<file path="src/rtl/clk_div_wiz_pkg.sv">
// ============================================================================
// clk_div_wiz_pkg : shared state encoding and helpers for clk_div_wiz
// Revision: 1.0
// ============================================================================
`default_nettype none

package clk_div_wiz_pkg;

  typedef enum logic [1:0] {
    LOCKING  = 2'd0,
    LOCKED   = 2'd1,
    RECONFIG = 2'd2
  } state_e;

  function automatic int unsigned clamp_half(input int unsigned x);
    return (x == 0) ? 1 : x;
  endfunction

endpackage

`default_nettype wire

</file>
<file path="src/rtl/clk_div_wiz_chan.sv">
// ============================================================================
// clk_div_wiz_chan : one output divider with a glitch-free stop
// Revision: 1.0
// ============================================================================
`default_nettype none

module clk_div_wiz_chan #(
  parameter int HALF_W = 8
) (
  input  logic              clk_in1,
  input  logic              resetn,
  input  logic              i_run,
  input  logic              i_stop_req,
  input  logic [HALF_W-1:0] i_half,
  output logic              o_clk,
  output logic              o_frozen
);

  logic [HALF_W-1:0] r_cnt;
  logic              r_clk;
  logic              w_active;
  logic              w_hit;

  // While stopping, a high phase is allowed to finish so no pulse is clipped.
  assign w_active = i_run | (i_stop_req & r_clk);
  assign w_hit    = (r_cnt == (i_half - HALF_W'(1)));

  always_ff @(posedge clk_in1 or negedge resetn) begin
    if (!resetn) begin
      r_cnt <= '0;
      r_clk <= 1'b0;
    end else if (w_active) begin
      if (w_hit) begin
        r_cnt <= '0;
        r_clk <= ~r_clk;
      end else begin
        r_cnt <= r_cnt + HALF_W'(1);
      end
    end else begin
      r_cnt <= '0;
      r_clk <= 1'b0;
    end
  end

  assign o_clk    = r_clk;
  assign o_frozen = ~r_clk;

endmodule

`default_nettype wire

</file>
<file path="src/rtl/clk_div_wiz.sv">
// ============================================================================
// clk_div_wiz : behavioral multi-output clock generator with lock/reconfig
// Revision: 1.0
// ============================================================================
`default_nettype none

module clk_div_wiz #(
  parameter int NUM_CH      = 2,
  parameter int HALF_W      = 8,
  parameter int LOCK_CYCLES = 16,
  parameter logic [NUM_CH*HALF_W-1:0] DEFAULT_HALF = {NUM_CH{{{(HALF_W-1){1'b0}}, 1'b1}}},
  localparam int CH_W       = (NUM_CH > 1) ? $clog2(NUM_CH) : 1
) (
  input  logic              clk_in1,
  input  logic              resetn,
  input  logic              cfg_valid,
  output logic              cfg_ready,
  input  logic [CH_W-1:0]   cfg_chan,
  input  logic [HALF_W-1:0] cfg_half,
  output logic [NUM_CH-1:0] clk_out,
  output logic              locked
);

  import clk_div_wiz_pkg::*;

  localparam int LOCK_W = (LOCK_CYCLES > 1) ? $clog2(LOCK_CYCLES) : 1;

  state_e            r_state;
  logic [LOCK_W-1:0] r_lock_cnt;
  logic [HALF_W-1:0] r_half [NUM_CH];
  logic [CH_W-1:0]   r_pend_chan;
  logic [HALF_W-1:0] r_pend_half;
  logic              r_locked;

  logic              w_run;
  logic              w_stop;
  logic [NUM_CH-1:0] w_clk;
  logic [NUM_CH-1:0] w_frozen;

  assign w_run  = (r_state == LOCKED);
  assign w_stop = (r_state == RECONFIG);

  always_ff @(posedge clk_in1 or negedge resetn) begin
    if (!resetn) begin
      r_state     <= LOCKING;
      r_lock_cnt  <= '0;
      r_pend_chan <= '0;
      r_pend_half <= '0;
      r_locked    <= 1'b0;
      for (int i = 0; i < NUM_CH; i++) begin
        r_half[i] <= HALF_W'(clamp_half(32'(DEFAULT_HALF[i*HALF_W +: HALF_W])));
      end
    end else begin
      case (r_state)
        LOCKING: begin
          if (r_lock_cnt == LOCK_W'(LOCK_CYCLES - 1)) begin
            r_state  <= LOCKED;
            r_locked <= 1'b1;
          end else begin
            r_lock_cnt <= r_lock_cnt + LOCK_W'(1);
          end
        end
        LOCKED: begin
          if (cfg_valid && r_locked) begin
            r_pend_chan <= cfg_chan;
            r_pend_half <= cfg_half;
            r_state     <= RECONFIG;
            r_locked    <= 1'b0;
          end
        end
        RECONFIG: begin
          // An out-of-range channel matches nothing but still forces a relock.
          if (&w_frozen) begin
            for (int i = 0; i < NUM_CH; i++) begin
              if (r_pend_chan == CH_W'(i)) begin
                r_half[i] <= HALF_W'(clamp_half(32'(r_pend_half)));
              end
            end
            r_lock_cnt <= '0;
            r_state    <= LOCKING;
          end
        end
        default: begin
          r_state <= LOCKING;
        end
      endcase
    end
  end

  for (genvar g = 0; g < NUM_CH; g++) begin : g_chan
    clk_div_wiz_chan #(
      .HALF_W (HALF_W)
    ) u_chan (
      .clk_in1    (clk_in1),
      .resetn     (resetn),
      .i_run      (w_run),
      .i_stop_req (w_stop),
      .i_half     (r_half[g]),
      .o_clk      (w_clk[g]),
      .o_frozen   (w_frozen[g])
    );
  end

  assign clk_out   = w_clk;
  assign locked    = r_locked;
  assign cfg_ready = r_locked;

endmodule

`default_nettype wire

</file>
<file path="config.mk">
export PLATFORM = sky130hd
export DESIGN_NAME = clk_div_wiz
export DESIGN_NICKNAME = d
export VERILOG_FILES = /design/src/rtl/clk_div_wiz_pkg.sv /design/src/rtl/clk_div_wiz_chan.sv /design/src/rtl/clk_div_wiz.sv
export SDC_FILE = /design/constraint.sdc
export NUM_CORES = 1
export LEC_CHECK = 0
export ABC_AREA = 1
export CORE_ASPECT_RATIO = 1.2
export CORE_MARGIN = 2
export CORE_UTILIZATION = 36
export CTS_BUF_LIST = sky130_fd_sc_hd__clkbuf_4
export CTS_CLUSTER_DIAMETER = 150
export DETAILED_ROUTE_END_ITERATION = 6
export PLACE_DENSITY = 0.58
export SLEW_MARGIN = 15
export SYNTH_ARGS = -nofsm -noshare
export SYNTH_HDL_FRONTEND = slang
export SYNTH_SLANG_ARGS = --single-unit
</file>
<file path="constraint.sdc">
create_clock -name clk_in1 -period 2.05 [get_ports clk_in1]
set_clock_uncertainty 0.05 [all_clocks]
set_input_delay 0.41 -clock clk_in1 [delete_from_list [all_inputs] [get_ports clk_in1]]
set_output_delay 0.41 -clock clk_in1 [all_outputs]
set_load 0.03 [all_outputs]
</file>
==> impl_metrics.yaml <==
sta:
  setup_viol: 0
  post-route-min-period_ns: 1.98
  worstMarginPinSlew_ns: 0.439
  slew_violations: 0
  hold_ws_ns: 0.455
  finalHoldViolCount: 0
  fin_ws_ns: 0.0688
  maxSlewHeadroom_pct: 70.4
  fin_crit_sh_pct: 96.6
  timing.fmax_mhz: 505
  rsz0062_at_grt: "true"
floorplan:
  fp-row-count: 34
  core_um2: 7270
  die_h_um: 98.8
  dieArea_um2: 8190
  pin_count: 16
  fp.dieW_um: 83.0
  start_util_pct: 37.0
drt:
  drt_iter0_markers: 115
  first_pass_iters: 4
  drc: 0
  dr_total_vias: 2182
  wirelength_um: 5290
  vias_per_cell: 4.63
  avgRoutedWirePerCell_um: 11.2
  detail-route-antenna-nets: 0
global_routing:
  grt_pass1_vias: 2191
  grt_pass1_wl_um: 9740
  gr-total-overflow: 0
  antenna_found_initial: 0
  grt_max_degree: 51
  track_usage_pct: 14.5
finish:
  drive_above_1_share_pct: 8.66
  fillCellCount: 747
  area_delta_synth_final_pct: 12.8
  antenna_cells: 0
  area.sequential_um2: 1250
  multi_input_area_um2: 1230
  nNetsFinal: 397
logic_synthesis:
  syn_inst: 360
  avgSynthCellArea_um2: 7.48
  synth_area_leader_cell: "dfrtp_1"
  synth_cell_types: 24
  synth_top_area_share_pct: 44.6
  yosysWarnings: 0
  netlist_area_um2: 2690
  synth_seq_cells: 50
  synth_fp_nets: 377
  ys_seq_area_share_pct: 46.5
  yosys-top-cells-area: "dfrtp_1, nand2_1, inv_1"
clock_network:
  cts_tree: "yes"
  numCtsBuffers: 5
  htree_levels: 2
  clock-sinks: 50
  clk_latency_ns: 0.37
  clkTransAtPathRegs_ns: 0.15
  root_buffer: "clkbuf_4"
  cts_buffer_depth: 2
  cts_setup_buffers: 0
worst_setup_path:
  path_buf_inv: 1
  endpoint: "clk_out[1]"
  reg2regPathDepth: 11
  max_stage_delay_ns: 0.70
  r2r-start: "r_half[8]$_DFFE_PN1P_"
  cp-end-kind: "output port"
  arrival_ns: 1.52
  startpoint: "g_chan[1].u_chan.o_clk$_DFFE_PN0P_"
  path_cells: "clkdlybuf4s50_1"
  critPathRequiredTime_ns: 1.59
  cp_slowest_cell: "clkdlybuf4s50_1"
  critPathKind: "flop to output port"
  path_depth: 1
  critPathMaxFanout: 5
  start_kind: "flop"
  r2r_slack_ns: 0.16
  r2r-end: "g_chan[0].u_chan.o_clk$_DFFE_PN0P_"
  cp_top_family: "buffers and inverters"
run_status:
  status: "finished clean"
hold_path:
  min_path_type: "flop to flop"
pwr:
  p_total_mw: 3.83
  leakage_nw: 1.49
  irDropWorstVdd_uv: 571
  power-per-cell-area_nw_per_um2: 1260
run:
  maxCapViolCount: 0
placement:
  dp_hpwl_um: 4070
  post-place-ws_ns: 0.196
  place.gp.congestion: 0.858
  port_buffers: 15
## cells by family (layout without fill, tap and decap cells)
family / after synthesis / after routing / synth area share (%)
compound gates: 32 / 32 / 6.27
simple gates: 200 / 200 / 31.2
buf+inv: 57 / 78 / 8.50
flops: 50 / 50 / 46.5
fa+ha+maj: 5 / 5 / 2.32
xor+xnor: 16 / 16 / 5.20
## per-stage QoR
step | std cells | TNS (ns) | utilization (%) | area [um^2]
detailed placement | 462 | 0 | 40.5 | 2950
global route | 471 | -0.0187 | 41.8 | 3040
floorplan | 360 | 0 | - | 2690
global placement | 462 | 0 | 40.5 | 2950
finish | 471 | 0 | 41.8 | 3040
CTS | 471 | 0 | 41.4 | 3010
## worst min-delay path by stage
stage | from | end | slack, ns | cells past startpoint
after global routing | resetn | r_half[9]$_DFFE_PN0P_ | 0.49 | 3
after detailed placement | resetn | g_chan[0].u_chan.r_cnt[3]$_DFF_PN0_ | 0.37 | 2
final | r_pend_half[2]$_DFFE_PN0P_ | r_half[10]$_DFFE_PN0P_ | 0.46 | 2
after global placement | resetn | g_chan[0].u_chan.r_cnt[3]$_DFF_PN0_ | 0.37 | 2
after floorplan | resetn | cfg_ready$_DFFE_PN0P_ | 0.06 | 0
after CTS | r_pend_half[2]$_DFFE_PN0P_ | r_half[10]$_DFFE_PN0P_ | 0.46 | 2
## power breakdown
part	internal (mW)	switching (mW)
combinational	0.708	1.09
clock	0.143	0.305
sequential	1.31	0.279
## per-layer routing
metal	global-route usage [%]	up-vias	share of wire, %
met1	17.8	992	47
met3	2.01	5	2.7
met2	26.0	36	49
met4	4.92	0	1.6
met5	0	-	0
li1	-	1149	-
## sequential cells by signal, indices dropped and copies added (netlist names)
| register | flops |
|---|---|
| cfg_ready | 1 |
| g_chan.u_chan.o_clk | 2 |
| g_chan.u_chan.r_cnt | 16 |
| r_half | 16 |
| r_lock_cnt | 4 |
| r_pend_chan | 1 |
| r_pend_half | 8 |
| r_state | 2 |
## cell usage in the layout (no fill, tap or decap)
master and count:
nand2_4 2, ha_4 1, inv_1 48, o21ai_1 1
a21oi_1 7, nand2_1 109, nand3_2 1, a32o_1 1
nor2_1 43, nand3_1 29, dlymetal6s2s_1 1, xnor2_1 8
inv_2 3, dfstp_2 2, xor2_1 8, buf_2 1
nor3b_1 1, o41ai_1 1, nor2_2 8, nand2_2 4
clkbuf_4 6, clkinv_2 1, ha_2 1, clkinv_1 1
buf_4 2, clkdlybuf4s50_1 13, dfrtp_1 48, nor3_1 2
dlygate4sd3_1 1, o21ai_0 22, ha_1 3, buf_12 1
nand4_1 1
## synth_stat cells
cell type  instances
nand2_1          109
dfrtp_1           48
inv_1             48
nor2_1            44
nand3_1           29
o21ai_0           22
xnor2_1            8
xor2_1             8
a21oi_1            7
nor2_2             7
ha_1               5
nand2_2            5
buf_2              3
buf_4              3
inv_2              3
dfstp_2            2
nor3_1             2
a32o_1             1
nand2_4            1
nand3_2            1
nand4_1            1
nor3b_1            1
o21ai_1            1
o41ai_1            1
## final cells by class
| class | count | share of cell area (%) |
|---|---|---|
| multi-input cells | 253 | 40.6 |
| clock buffers | 6 | 1.48 |
| flip-flops and latches | 50 | 41.3 |
| clock inverters | 2 | 0.288 |
| inverters | 51 | 6.30 |
| repair buffers | 19 | 6.34 |
| well taps | 90 | 3.71 |
## worst reg2reg max path, cell delays in order, from the launching register on
cell and delay [ns]:
dfstp_2 0.56, inv_1 0.07, ha_2 0.32, xor2_1 0.14
nand2_1 0.06, nor2_1 0.08, nand2_1 0.06, nor2_1 0.11
nand3_2 0.16, nand2_4 0.13, nand2_1 0.06, nand2_1 0.05
## what timing repair did
item,4_1_cts,5_1_grt
hold endpoints to repair,48,0
setup endpoints to repair,0,14
gates resized for setup,0,5
hold buffers,1,0
No activity file was read; power rests on OpenSTA's default activity.
==> RTL change 1, RTL diff (config.mk and constraints unchanged) <==
The parameter `LOCK_CYCLES` goes from 16 to 8.
--- a/src/rtl/clk_div_wiz.sv
+++ b/src/rtl/clk_div_wiz.sv
@@ -9,3 +9,3 @@
   parameter int HALF_W      = 8,
-  parameter int LOCK_CYCLES = 16,
+  parameter int LOCK_CYCLES = 8,
   parameter logic [NUM_CH*HALF_W-1:0] DEFAULT_HALF = {NUM_CH{{{(HALF_W-1){1'b0}}, 1'b1}}},
Behaviour: not the same (a bounded check fails within 10 cycles, from zero or initial values and one cycle with resetn low).
==> RTL change 1 against the unedited design <==
  * Final area decreased by 0.16%
  * Worst setup slack improved by 8.4 ps
  * Routed wire length decreased by 4.0%
  * Fmax increased by 0.43%
  * First-iteration DRC count decreased by 1.7%
  * Synthesized area decreased by 0.14%
  * Sequential share of layout area decreased by 0.76 points
  * Sequential cell count decreased by 1
  * Total power decreased by 4.2%
  * Largest cell class is now multi-input combinational cells
  * Largest power group unchanged
==> RTL change 1: results (changes against the unedited design) <==
wire per inst=10.92 um (-2.8%); global-route wire length before repair=8949 um (-8.1%); Die Wd=82.91 um (about the same); Post-DP HPWL=3973 um (-2.5%); Leak=0.001464 uW (-1.9%); WL met2=2413 um (-7.0%); initial antenna violation count=1 (+1); met1 Resource Use GR=16.68% (-1.1 points); comb pwr=1650 uW (-8%); Post-Route WL=5080 um (-4.0%); DR vias/cell=4.606 (-0.57%); First DRT Iteration DRCs=113 (-1.7%); top area cells in the synthesized netlist=dfrtp_1 44%, nand2_1 15%, inv_1 6.3%; Post-CTS Setup Inserts=0 (unchanged); Place WS=198.8 ps (+3.234 ps); vias in the first global route=2028 (-7.4%); sequential group share of total power=42.0% (+0.6 points); Power Sequential=1540 uW (-3%); Met3 Wirelength=131 um (-8.4%); syn_nets=371 (-1.6%); CTS Hold Bufs=1 (unchanged); post-cts resize count=1 (+1); outcome=complete, no violations; P_int=2067 uW (-4.2%); Total GRT Usage=13.39% (-1.1 points); sequential cell area=1229 um2 (-2.0%); multi-input logic area=1242 um2 (+0.71%); r2r worst-path depth=12 (+1); layout cell share with drive strength beyond 1=10.16% (+1.5 points); Synth Area in Adders=2.791% (+0.47 points); Layout clock buffers=5 (-1); invs w/o clock=52 (+2.0%); fraction of area in clock buffers and inverters=2.063% (+0.29 points); hold crit path type=input pin to asynchronous set/reset pin; area delta synth->final=12.74% (about the same); Non-clock buffers, area share=6.229% (-0.11 points); count of multi-input gates=246 (-2.8%); global routing usage on met3=2.513% (+0.50 points); Compound-Gate Fraction of Synth Area=6.465% (+0.19 points); Synth cell types=27 (+13%); clk sinks=49 (-2.0%); wl on met1=2444 um (-0.97%); FILL cells=788 (+5.5%); Pre-antenna DRT Iters=4 (unchanged); top cells by count, synth=105 x nand2_1, 47 x dfrtp_1, 45 x inv_1; slowest stage cell on the critical path=clkdlybuf4s50_1; Synth Instances=353 (-1.9%); clock transition at the registers of the reported paths=170 ps (+20 ps); Layout Nets=391 (-1.5%); dpl cell area=2947 um2 (about the same); GR Util met2=22.83% (-3.2 points)
==> RTL change 1: cell count changes in the layout (fill, tap and decap cells not counted), sizes merged, moves of 2 or more <==
| cell | before | now |
|---|---|---|
| inv | 51 | 53 |
| nand2 | 115 | 111 |
| xor2 | 8 | 11 |
| nor3 | 2 | 7 |
| o21ai | 23 | 31 |
| nand3 | 30 | 19 |
| xnor2 | 8 | 5 |
| a21oi | 7 | 0 |
==> RTL change 1: final timing paths <==
path | from | to | slack [ps]
setup / recovery | g_chan[1].u_chan.o_clk | clk_out[1] | 80
setup reg to reg | r_half[8] | g_chan[0].u_chan.r_cnt[7] | 190
hold / removal | resetn | r_pend_half[2] | 410
max in group asynchronous | resetn | r_half[0] | 960
min in group clk_in1 | g_chan[1].u_chan.r_cnt[0] | g_chan[1].u_chan.r_cnt[0] | 440
hold reg to reg | g_chan[1].u_chan.r_cnt[0] | g_chan[1].u_chan.r_cnt[0] | 440
==> RTL change 2, RTL diff (config.mk and constraints unchanged) <==
Without the edit above. The 3 states of `state_e` get a one-hot encoding in 3 bits.
--- a/src/rtl/clk_div_wiz_pkg.sv
+++ b/src/rtl/clk_div_wiz_pkg.sv
@@ -8,6 +8,6 @@
 
-  typedef enum logic [1:0] {
-    LOCKING  = 2'd0,
-    LOCKED   = 2'd1,
-    RECONFIG = 2'd2
+  typedef enum logic [2:0] {
+    LOCKING  = 3'b001,
+    LOCKED   = 3'b010,
+    RECONFIG = 3'b100
   } state_e;
Behaviour: same outputs for any inputs over 10 cycles, from zero or initial values and one cycle with resetn low; not proved beyond that.
==> RTL change 2 against the unedited design <==
  * Register-to-register slack improved by 30 ps
  * Synthesized cell count increased by 0.56%
  * Worst setup slack improved by 26 ps
  * Final area increased by 6.7%
  * Sequential power increased by 3%
  * Die area increased by 6.7%
  * Combinational power increased by 11%
  * Sequential share of layout area decreased by 1.8 points
  * Routed wire length increased by 4.3%
  * First-iteration DRC count increased by 0.87%
  * Fmax increased by 1.3%
  * Sequential cell count increased by 1
  * Synthesized area increased by 7.1%
  * Total power increased by 13%
==> RTL change 2: results (changes against the unedited design) <==
Final Instance Area=3242 um2 (+6.7%); sequential share of cell area=39.48% (-1.8 points); sequential share of the synthesized area=44.38% (-2.2 points); Synth Area in Adders=2.169% (-0.15 points); global routing usage on met3=2.342% (+0.33 points); WHS=454.5 ps (-0.6360 ps); Max Freq=0.5114 GHz (+1.3%); Leak=0.001532 uW (+2.7%); Post-Synth XOR/XNOR Area=6.074% (+0.87 points); Met3 Wirelength=104 um (-27%); count of multi-input gates=250 (-1.2%); sequential group share of total power=37.7% (-3.7 points); outcome=complete, no violations; pin count of the biggest net entering global routing=22 (-57%); Compound-Gate Fraction of Synth Area=8.026% (+1.8 points); Placed Instances=464 (+0.43%); fraction of area in multi-input gates=41.84% (+1.2 points); top area cells in the synthesized netlist=dfrtp_1 42%, nand2_1 12%, inv_1 6.0%; hold crit path type=input pin to asynchronous set/reset pin; WL met2=2770 um (+6.7%); GR Util met2=24.40% (-1.6 points); layout cell share with drive strength beyond 1=16.54% (+7.9 points); Synth cell types=31 (+29%); syn_nets=379 (+0.53%); mean area per synthesized cell=7.967 um2 (+6.5%); Place WS=234.0 ps (+38.52 ps); dpl cell area=3127 um2 (+6.0%); met1 Resource Use GR=17.92% (+0.13 points); First DRT Iteration DRCs=116 (+0.87%); vias in the first global route=2125 (-3.0%); Non-Clock Buffer Count=18 (-1); invs w/o clock=54 (+5.9%); Post-Route WL=5524 um (+4.3%); Least-Margin Pin Slew=480.3 ps (+41.47 ps); FILL cells=783 (+4.8%); reg-to-reg endpoint=g_chan[1].u_chan.r_cnt[5]; RePlAce Congestion=0.8111 (-5.5%); FF-to-FF setup slack=190 ps (+30 ps); worst r2r src=r_half[0]; wl on met1=2577 um (+4.4%); Non-clock buffers, area share=5.635% (-0.71 points); Total GRT Usage=14.04% (-0.42 points); peak supply drop=0.6112 mV (+7.1%); Worst Path Max Fanout=4 (-1); Post-DP HPWL=4397 um (+7.9%); global-route wire length before repair=9798 um (+0.65%); clk sinks=51 (+2.0%); Cell Count, Final, Fillers Out=473 (+0.42%); Final Power=4316 uW (+13%); DR vias/cell=4.634 (about the same)
-- RTL change 2: cell types whose count changed after synthesis, sizes merged, moves of 2 or more --
cell   change
nand3      -5
o21ai     +13
nor3       +2
nand2     -11
nor2       -5
xor2       +5
inv        +3
nand4      +2
a21oi      -4
-- RTL change 2: what timing repair did --
| action | 4_1_cts | 5_1_grt |
|---|---|---|
| hold endpoints to repair | 16 | 0 |
| setup endpoints to repair | 0 | 0 |
| hold buffers | 1 | 0 |
-- RTL change 2: how the worst min path moves through the flow --
stage          depth (start not counted)  startpoint                         to
2_1_floorplan                          0      resetn                  cfg_ready
3_3_place_gp                           1      resetn  g_chan[1].u_chan.r_cnt[6]
3_5_place_dp                           1      resetn  g_chan[1].u_chan.r_cnt[6]
4_1_cts                                2      resetn                  r_half[6]
5_1_grt                                2      resetn                  r_half[6]
6_report                               2      resetn  g_chan[1].u_chan.r_cnt[6]
